**src/rtl/pool_pkg.sv**
```systemverilog
// Shared state encoding, window constants and element-size defaults
// for the pooling sequencer.
`ifndef DESIGN_SIZE
`define DESIGN_SIZE 4
`endif
`ifndef DWIDTH
`define DWIDTH 8
`endif
`ifndef MAX_BITS_POOL
`define MAX_BITS_POOL 3
`endif

package pool_pkg;

    localparam int WIN_1 = 1;
    localparam int WIN_2 = 2;
    localparam int WIN_4 = 4;

    typedef enum logic [2:0] {
        IDLE,
        FEED,
        WAIT_DONE,
        GAP,
        FINISH
    } pool_state_t;

    function automatic logic win_legal(input int w);
        return (w == WIN_1) || (w == WIN_2) || (w == WIN_4);
    endfunction

endpackage

```
**src/rtl/pool_addr_gen.sv**
```systemverilog
// Source/destination row address generation: latched bases plus
// row and tile counters for reads, a running pointer for writes.
module pool_addr_gen #(
    parameter int DESIGN_SIZE = 4,
    parameter int AWIDTH      = 10
) (
    input  logic              clk,
    input  logic              resetn,
    input  logic              i_load,
    input  logic [AWIDTH-1:0] i_rd_base,
    input  logic [AWIDTH-1:0] i_wr_base,
    input  logic              i_row_step,
    input  logic              i_tile_step,
    input  logic              i_wr_step,
    output logic [AWIDTH-1:0] o_rd_addr,
    output logic [AWIDTH-1:0] o_wr_addr,
    output logic              o_last_row,
    output logic [15:0]       o_tile
);

    localparam int RW = (DESIGN_SIZE > 1) ? $clog2(DESIGN_SIZE) : 1;

    logic [AWIDTH-1:0] r_rd_base;
    logic [AWIDTH-1:0] r_wr_addr;
    logic [RW-1:0]     r_row;
    logic [15:0]       r_tile;
    logic              w_last_row;

    assign w_last_row = (r_row == RW'(DESIGN_SIZE - 1));

    // Row/tile counters; the row wraps to 0 on the last read of a tile.
    always_ff @(posedge clk or negedge resetn) begin
        if (!resetn) begin
            r_rd_base <= '0;
            r_row     <= '0;
            r_tile    <= '0;
        end else if (i_load) begin
            r_rd_base <= i_rd_base;
            r_row     <= '0;
            r_tile    <= '0;
        end else begin
            if (i_row_step)
                r_row <= w_last_row ? '0 : r_row + RW'(1);
            if (i_tile_step)
                r_tile <= r_tile + 16'd1;
        end
    end

    // Destination pointer advances once per written row, wrapping freely.
    always_ff @(posedge clk or negedge resetn) begin
        if (!resetn)
            r_wr_addr <= '0;
        else if (i_load)
            r_wr_addr <= i_wr_base;
        else if (i_wr_step)
            r_wr_addr <= r_wr_addr + AWIDTH'(1);
    end

    assign o_rd_addr  = r_rd_base
                      + AWIDTH'(r_tile) * AWIDTH'(DESIGN_SIZE)
                      + AWIDTH'(r_row);
    assign o_wr_addr  = r_wr_addr;
    assign o_last_row = w_last_row;
    assign o_tile     = r_tile;

endmodule

```
**src/rtl/pool_sequencer.sv**
```systemverilog
// Pooling sequencer: streams source rows through the pool unit one tile
// at a time and writes each pooled row to the destination buffer.
`ifndef DESIGN_SIZE
`define DESIGN_SIZE 4
`endif
`ifndef DWIDTH
`define DWIDTH 8
`endif
`ifndef MAX_BITS_POOL
`define MAX_BITS_POOL 3
`endif

module pool_sequencer
    import pool_pkg::*;
#(
    parameter int DESIGN_SIZE   = `DESIGN_SIZE,
    parameter int DWIDTH        = `DWIDTH,
    parameter int MAX_BITS_POOL = `MAX_BITS_POOL,
    parameter int AWIDTH        = 10
) (
    input  logic                          clk,
    input  logic                          resetn,
    input  logic                          start,
    input  logic                          abort,
    input  logic [MAX_BITS_POOL-1:0]      cfg_window,
    input  logic [15:0]                   cfg_num_tiles,
    input  logic [AWIDTH-1:0]             cfg_rd_base,
    input  logic [AWIDTH-1:0]             cfg_wr_base,
    output logic                          rd_en,
    output logic [AWIDTH-1:0]             rd_addr,
    input  logic [DESIGN_SIZE*DWIDTH-1:0] rd_data,
    output logic                          pool_enable,
    output logic [MAX_BITS_POOL-1:0]      pool_window,
    output logic                          pool_in_valid,
    output logic [DESIGN_SIZE*DWIDTH-1:0] pool_in_data,
    input  logic                          pool_out_valid,
    input  logic [DESIGN_SIZE*DWIDTH-1:0] pool_out_data,
    input  logic                          pool_done,
    output logic                          wr_en,
    output logic [AWIDTH-1:0]             wr_addr,
    output logic [DESIGN_SIZE*DWIDTH-1:0] wr_data,
    output logic                          busy,
    output logic                          done,
    output logic                          cfg_err
);

    pool_state_t              r_state;
    pool_state_t              w_next;
    logic [15:0]              r_num_tiles;
    logic [MAX_BITS_POOL-1:0] r_window;
    logic                     r_cfg_err;
    logic                     r_in_valid;
    logic                     w_load;
    logic                     w_row_step;
    logic                     w_tile_step;
    logic                     w_last_row;
    logic                     w_win_ok;
    logic                     w_active;
    logic [15:0]              w_tile;

    assign w_win_ok = win_legal(int'(cfg_window));
    assign w_active = (r_state == FEED) || (r_state == WAIT_DONE)
                   || (r_state == GAP);

    pool_addr_gen #(
        .DESIGN_SIZE (DESIGN_SIZE),
        .AWIDTH      (AWIDTH)
    ) u_addr_gen (
        .clk         (clk),
        .resetn      (resetn),
        .i_load      (w_load),
        .i_rd_base   (cfg_rd_base),
        .i_wr_base   (cfg_wr_base),
        .i_row_step  (w_row_step),
        .i_tile_step (w_tile_step),
        .i_wr_step   (wr_en),
        .o_rd_addr   (rd_addr),
        .o_wr_addr   (wr_addr),
        .o_last_row  (w_last_row),
        .o_tile      (w_tile)
    );

    // Next-state and counter-step decode; abort overrides every busy state.
    always_comb begin
        w_next      = r_state;
        w_load      = 1'b0;
        w_row_step  = 1'b0;
        w_tile_step = 1'b0;
        unique case (r_state)
            IDLE: begin
                if (start) begin
                    w_load = 1'b1;
                    w_next = (cfg_num_tiles == 16'd0) ? FINISH : FEED;
                end
            end
            FEED: begin
                w_row_step = 1'b1;
                if (w_last_row)
                    w_next = WAIT_DONE;
            end
            WAIT_DONE: begin
                if (pool_done && !r_in_valid)
                    w_next = GAP;
            end
            GAP: begin
                if (w_tile == r_num_tiles - 16'd1) begin
                    w_next = FINISH;
                end else begin
                    w_tile_step = 1'b1;
                    w_next      = FEED;
                end
            end
            FINISH:  w_next = IDLE;
            default: w_next = IDLE;
        endcase
        if (abort && (r_state != IDLE)) begin
            w_next      = IDLE;
            w_row_step  = 1'b0;
            w_tile_step = 1'b0;
        end
    end

    // State register.
    always_ff @(posedge clk or negedge resetn) begin
        if (!resetn)
            r_state <= IDLE;
        else
            r_state <= w_next;
    end

    // Job configuration latched at start; illegal windows fall back to 1.
    always_ff @(posedge clk or negedge resetn) begin
        if (!resetn) begin
            r_num_tiles <= '0;
            r_window    <= '0;
            r_cfg_err   <= 1'b0;
        end else if (w_load) begin
            r_num_tiles <= cfg_num_tiles;
            r_window    <= w_win_ok ? cfg_window : MAX_BITS_POOL'(1);
            r_cfg_err   <= !w_win_ok;
        end
    end

    // Pool input strobe trails the read strobe by the buffer latency.
    always_ff @(posedge clk or negedge resetn) begin
        if (!resetn)
            r_in_valid <= 1'b0;
        else
            r_in_valid <= rd_en && !abort;
    end

    assign rd_en         = (r_state == FEED);
    assign pool_enable   = w_active;
    assign busy          = w_active;
    assign done          = (r_state == FINISH);
    assign pool_window   = r_window;
    assign pool_in_valid = r_in_valid;
    assign pool_in_data  = rd_data;
    assign wr_en         = pool_out_valid && w_active;
    assign wr_data       = pool_out_data;
    assign cfg_err       = r_cfg_err;

endmodule

```
**config.mk**
```make
export PLATFORM = sky130hd
export DESIGN_NAME = pool_sequencer
export DESIGN_NICKNAME = d
export VERILOG_FILES = /design/src/rtl/pool_pkg.sv /design/src/rtl/pool_addr_gen.sv /design/src/rtl/pool_sequencer.sv
export SDC_FILE = /design/constraint.sdc
export NUM_CORES = 1
export LEC_CHECK = 0
export CORE_MARGIN = 5
export CORE_UTILIZATION = 42
export DETAILED_ROUTE_END_ITERATION = 8
export PLACE_DENSITY = 0.86
export SLEW_MARGIN = 20
export SYNTH_ARGS = -nofsm -noshare
export SYNTH_HDL_FRONTEND = slang
export SYNTH_SLANG_ARGS = --single-unit
```
**constraint.sdc**
```tcl
create_clock -name clk -period 2.99 [get_ports clk]
set_clock_uncertainty 0.1 [all_clocks]
set_input_delay 0.598 -clock clk [delete_from_list [all_inputs] [get_ports clk]]
set_output_delay 0.598 -clock clk [all_outputs]
set_load 0.02 [all_outputs]
```
# == Word-level counts from Yosys, hierarchy flattened ==
# Index checks and enable logic that the tools add are counted.
# op_classes
addsub,6
eq_ne,12
n_mux,22
reduce_logical,18
# op_table
op,count
$mux 16,2
$mux 3,7
$mux 10,2
$add 16x1->16 const B,1
$eq 16x16->1,1
$logic_not 16->1,1
$sub 16x1->16 const B,1
$pmux 3 s4,1
$add 10x1->10 const B,1
$add 10x10->10,1
$add 10x2->10,1
$eq 3x2->1 const B,3
$eq 3x3->1 const B,3
$mux 1,7
$mux 2,3
$ne 3x1->1 const B,2
$reduce_bool 2->1,3
$logic_and 1x1->1,4
$logic_or 1x1->1,4
$eq 3x1->1 const B,1
$logic_not 1->1,3
$logic_not 3->1,1
$ne 3x3->1 const B,1
$reduce_and 3->1,1
other kinds (3),3
# word_totals
ff_bits,62
input_bits,109
out_inout_bits,94
elab_cells,67

# == Logic depth before layout (Yosys ltp) ==
# logic_depth
word_depth,7
ltp_mapped,13
depth_no_buf,10

# == Cells and area by module ==
# Synthesis repeated with hierarchy kept, for this count alone.
# unflattened
hier_cells,482
area_unflattened_um2,4325.4
# by_module_without_submodules
mod,instances,cells_per_inst,area_per_inst_um2,seq_area_each_um2
pool_sequencer,1,274,2192.1,600.6
pool_addr_gen,1,208,2133.3,950.9

# == Least setup slack after synthesis ==
# Ideal clock, no wire load.
# synth_timing
path_type,flip-flop to output port
startpoint,register u_addr_gen.r_row[1]
endpoint,output rd_addr[9]
arrival_ns,2.054
t_required_ns,2.292
slack_ns,0.238
path_stages_with_launch,10
n_path_buf,0
path_cell_list,dfrtp_1 ha_1 a21o_1 a21oi_1 o21bai_1 a21oi_1 o21ai_0 a21o_1 a21oi_1 xnor2_1
# synth_between
elab_chain_cells,1
# synth_rtl
element,line,rtl
"start, declared",pool_addr_gen.sv:25,logic [RW-1:0] r_row;
"start signal, assigned",pool_addr_gen.sv:43,r_row <= w_last_row ? '0 : r_row + RW'(1);
$add 10x2->10,pool_addr_gen.sv:61,+ AWIDTH'(r_row);
"end, declared",pool_sequencer.sv:30,"output logic [AWIDTH-1:0] rd_addr,"
# Every way passes these cells.

# == Worst setup path after layout ==
# layout_timing
startpoint,register u_addr_gen.r_rd_base[1]
endpoint,output rd_addr[9]
# layout_between
elab_chain_cells,2
# layout_rtl
element,line,rtl
"start, declared",pool_addr_gen.sv:23,logic [AWIDTH-1:0] r_rd_base;
"start signal, assigned",pool_addr_gen.sv:38,r_rd_base <= i_rd_base;
$add 10x10->10,pool_addr_gen.sv:60,+ AWIDTH'(r_tile) * AWIDTH'(DESIGN_SIZE)
$add 10x2->10,pool_addr_gen.sv:61,
# Every way passes these cells.

==> impl_metrics.yaml <==
clock_network:
  numClockSinks: 62
  tritoncts: "done"
  clock-root-buffer: "clkbuf_8"
  worstSkewPairLatency_ns: 0.34
  htreeDepth: 3
  hold_buffers: 0
  cts_buffers: 9
  path_clk_slew_ns: 0.07
  clk_path_buf_depth: 2
yosys:
  yosys_warnings: 0
  ys_seq_area_frac: 0.351
  yosysUniqueCellTypes: 59
  synthAdderAreaFrac: 0.0414
  avgSynthCellArea_um2: 8.47
  synth_top_family_by_area: "simple AND/OR/NAND/NOR gates"
  syn-cell-area_um2: 4410
  yosys-top-cells-area: "dfrtp_1 (35%), buf_4 (11%), nand2_1 (9.1%)"
  synth_xor_area_frac: 0.0694
  syn_nets: 644
  syn_inst: 521
  synth_top_area_share: 0.351
  ys.flop_type: "dfrtp_1"
  synthMuxAreaShare: 0.0255
  ys_ff_latch: 62
  async_reset_ff_frac: 1.00
  synth_area_leader_cell: "dfrtp_1"
  synth_compound_gate_area_share: 0.121
  synth-edff-count: 0
  yosys.area_share.simple: 0.244
power:
  p_leak_nw: 2.37
  ir_worst_vdd_mv: 0.561
  pwr_density_cell_nw_per_um2: 907
  pwr-share-clk: 0.155
  swShare: 0.439
  power_frac_comb: 0.535
  switchingPower_mw: 2.17
  p_int_mw: 2.77
  p_seq_frac: 0.310
setup_path:
  critical_path_required_ns: 2.29
  cp-startpoint: "u_addr_gen.r_rd_base[1]"
  crit_path_top_delay_cell: "dfrtp_1"
  critPathLaunchType: "flop"
  reg2reg_setup_slack_ns: -0.04
  cp_slowest_stage_delay_ns: 0.38
  reg2regPathDepth: 10
  crit_chain: "ha_1 > a21o_1 > a21oi_2 > o21bai_1 > a21oi_2 > o21ai_2 > a21o_1 > a21oi_2 > xnor2_1 > buf_4"
  crit_path_end: "rd_addr[9]"
  path_common_cell: "a21oi_2"
  critPathCaptureType: "output port"
  r2r_end: "u_addr_gen.o_tile[5]"
  r2r-start: "r_num_tiles[2]"
  cp_max_fo: 2
  cp.arrival_ns: 2.33
  critical-path-top-delay-family: "compound AO/OA/AOI/OAI gates"
  crit_type: "reg2out"
  crit_cells: 10
  crit_buf_inv: 1
worst_hold_path:
  min_path_type: "in2async"
grt:
  grt_use_total: 0.182
  grt_overflow: 0
  grt_pass1_wl_um: 19200
  antenna_found_initial: 0
  grt_pass1_vias: 3958
  grt_max_degree: 44
cells_and_area:
  antenna_cells: 0
  nNetsFinal: 682
  multi_input_area_um2: 2360
  nFillCells: 905
  synthToLayoutAreaGrowth_pct: 23.4
  stdcell_area_um2: 5450
  final_layout_size_suffix_gt1_frac: 0.204
  fin_cells: 700
  regArea_um2: 1550
timing:
  slew_violations: 0
  final-hold-violation-count: 0
  max_slew.worst_pin.slew_ns: 0.696
  setup_violations: 5
  rsz0062_at_grt: "true"
  layout_setup_ws_ns: -0.0392
  fin_crit_ns: 3.03
  fmax_ghz: 0.330
  post-route-period-util: 1.01
  slew_headroom: 0.536
route:
  post_drt_via_cell_ratio: 5.55
  drt_pre_antenna_iters: 5
  wl_per_cell_um: 17.5
  drc_errors: 0
  wirelength_um: 12200
  drtAntennaViolNets: 0
  drtIter0Drc: 322
  via_count: 3885
placement:
  placed_area_um2: 4990
  gp_congestion: 0.915
  dp_hpwl_um: 8040
  dp_cells: 672
  port_buffers: 74
floorplan:
  fp.dieH_um: 113
  row_count: 37
  coreArea_um2: 10300
  start_util: 0.430
  die_w_um: 113
  io_pins: 203
  die_area_um2: 12700
run_status:
  status: "complete, but fails checks"
  violations: "negative setup slack"
run:
  drv_cap: 0
-- how the worst min path moves through the flow --
| stage | startpoint | end | slack, ns | depth (start not counted) |
|---|---|---|---|---|
| 6_report | resetn | u_addr_gen.r_rd_base[7] | 0.19 | 1 |
| 2_1_floorplan | resetn | cfg_err | 0.20 | 0 |
| 3_5_place_dp | pool_window[1] | pool_window[1] | 0.37 | 2 |
| 5_1_grt | resetn | u_addr_gen.r_rd_base[7] | 0.25 | 1 |
| 3_3_place_gp | pool_window[1] | pool_window[1] | 0.36 | 2 |
| 4_1_cts | resetn | u_addr_gen.r_rd_base[7] | 0.21 | 1 |
-- worst register-to-register path, cell delays in order, from the launching register on --
cell,delay [ns]
dfrtp_1,0.51
nor4b_4,0.47
nand3_2,0.16
or3_1,0.39
xnor2_1,0.15
nand4_1,0.14
nor4_4,0.07
buf_4,0.16
clkbuf_16,0.16
or4_4,0.50
a21oi_2,0.14
-- synth_stat cells, types with 2 or more instances --
cell and n:
o2111ai_1 2, nand2_1 107, a21oi_2 6, nand3_1 9, or3_1 8, a21o_1 3
o211ai_1 4, nand3b_1 2, nor3_1 9, ha_1 13, nor4_1 11, a31oi_1 5
o21bai_1 2, mux2i_1 9, mux2_2 2, or2_2 5, and3_1 6, and4_1 2
buf_4 65, xnor2_1 23, o21ai_0 17, clkbuf_1 14, a311oi_1 2, o41ai_1 2
and2_1 3, a21oi_1 14, nor2b_1 2, nand2b_1 4, nand4_1 10, dfrtp_1 62
o21ai_1 2, buf_1 3, or4_1 3, xor2_1 12, o31ai_1 3, a211oi_1 5
nand3_2 2, o21ai_2 4, inv_1 15, nor2_1 30
-- metrics by stage --
step | power (mW) | setup slack, ns | TNS (ns) | util | hold slack (ns)
floorplan | 3.12 | 0.238 | 0 | - | 0.202
global placement | 3.93 | -0.269 | -0.529 | 0.485 | 0.357
detailed placement | 4.05 | -0.297 | -0.641 | 0.485 | 0.373
CTS | 4.83 | -0.112 | -0.222 | 0.506 | 0.211
global route | 5.29 | -0.209 | -1.65 | 0.530 | 0.250
finish | 4.94 | -0.0392 | -0.128 | 0.530 | 0.195
-- state kept, by name, summed over array words and instances, names as in the netlist --
register,cells
u_addr_gen.o_wr_addr,10
cfg_err,1
u_addr_gen.r_row,2
pool_in_valid,1
r_state,3
u_addr_gen.r_rd_base,10
u_addr_gen.o_tile,16
pool_window,3
r_num_tiles,16
-- cell type report --
cell class              count  area share
multi-input cells         358       0.434
flip-flops and latches     62       0.285
repair buffers            113       0.203
well taps                 136      0.0312
clock buffers              12      0.0285
inverters                  15      0.0103
clock inverters             4     0.00827
-- layer usage --
metal,wire length (µm),up-vias,share of wire,global-route usage
li1,-,1799,-,-
met1,4590,1828,0.38,0.208
met2,6030,200,0.49,0.312
met3,1200,58,0.098,0.0636
met4,404,0,0.033,0.0729
met5,0,-,0,0
-- cell usage in the layout (no fill, tap or decap), drive strengths merged, types with 5 or more instances in the layout --
master,count
mux2i,9
or3,8
clkbuf,15
a31oi,5
nand2,107
dfrtp,62
ha,13
buf,42
nor4,13
xnor2,23
or2,5
nand4,10
nor3,11
a211oi,5
o21ai,23
clkdlybuf4s50,66
xor2,12
and3,6
nand3,11
nor2,30
inv,15
a21oi,20
-- power by group through the flow --
stage	clock [mW]	combinational [mW]	sequential [mW]
floorplan	0	1.61	1.52
global placement	0	2.43	1.49
detailed placement	0	2.54	1.52
CTS	0.777	2.55	1.51
global route	0.818	2.90	1.57
finish	0.766	2.65	1.53
-- cells by family (layout without fill, tap and decap cells) --
family                   after synthesis  after routing
adder cells (fa/ha/maj)               14             14
buffers and inverters                101            144
flip-flops                            62             62
AND/OR/NAND/NOR                      219            219
XOR/XNOR                              35             35
multiplexers                          11             11
AO/OA/AOI/OAI                         79             79
-- timing repair --
action	CTS	global route
setup buffers	1	9
pin swaps	9	27
setup endpoints to repair	7	16
resized for setup	36	32
gates cloned	0	3
Note: power is estimated with default switching activity, not from simulation.
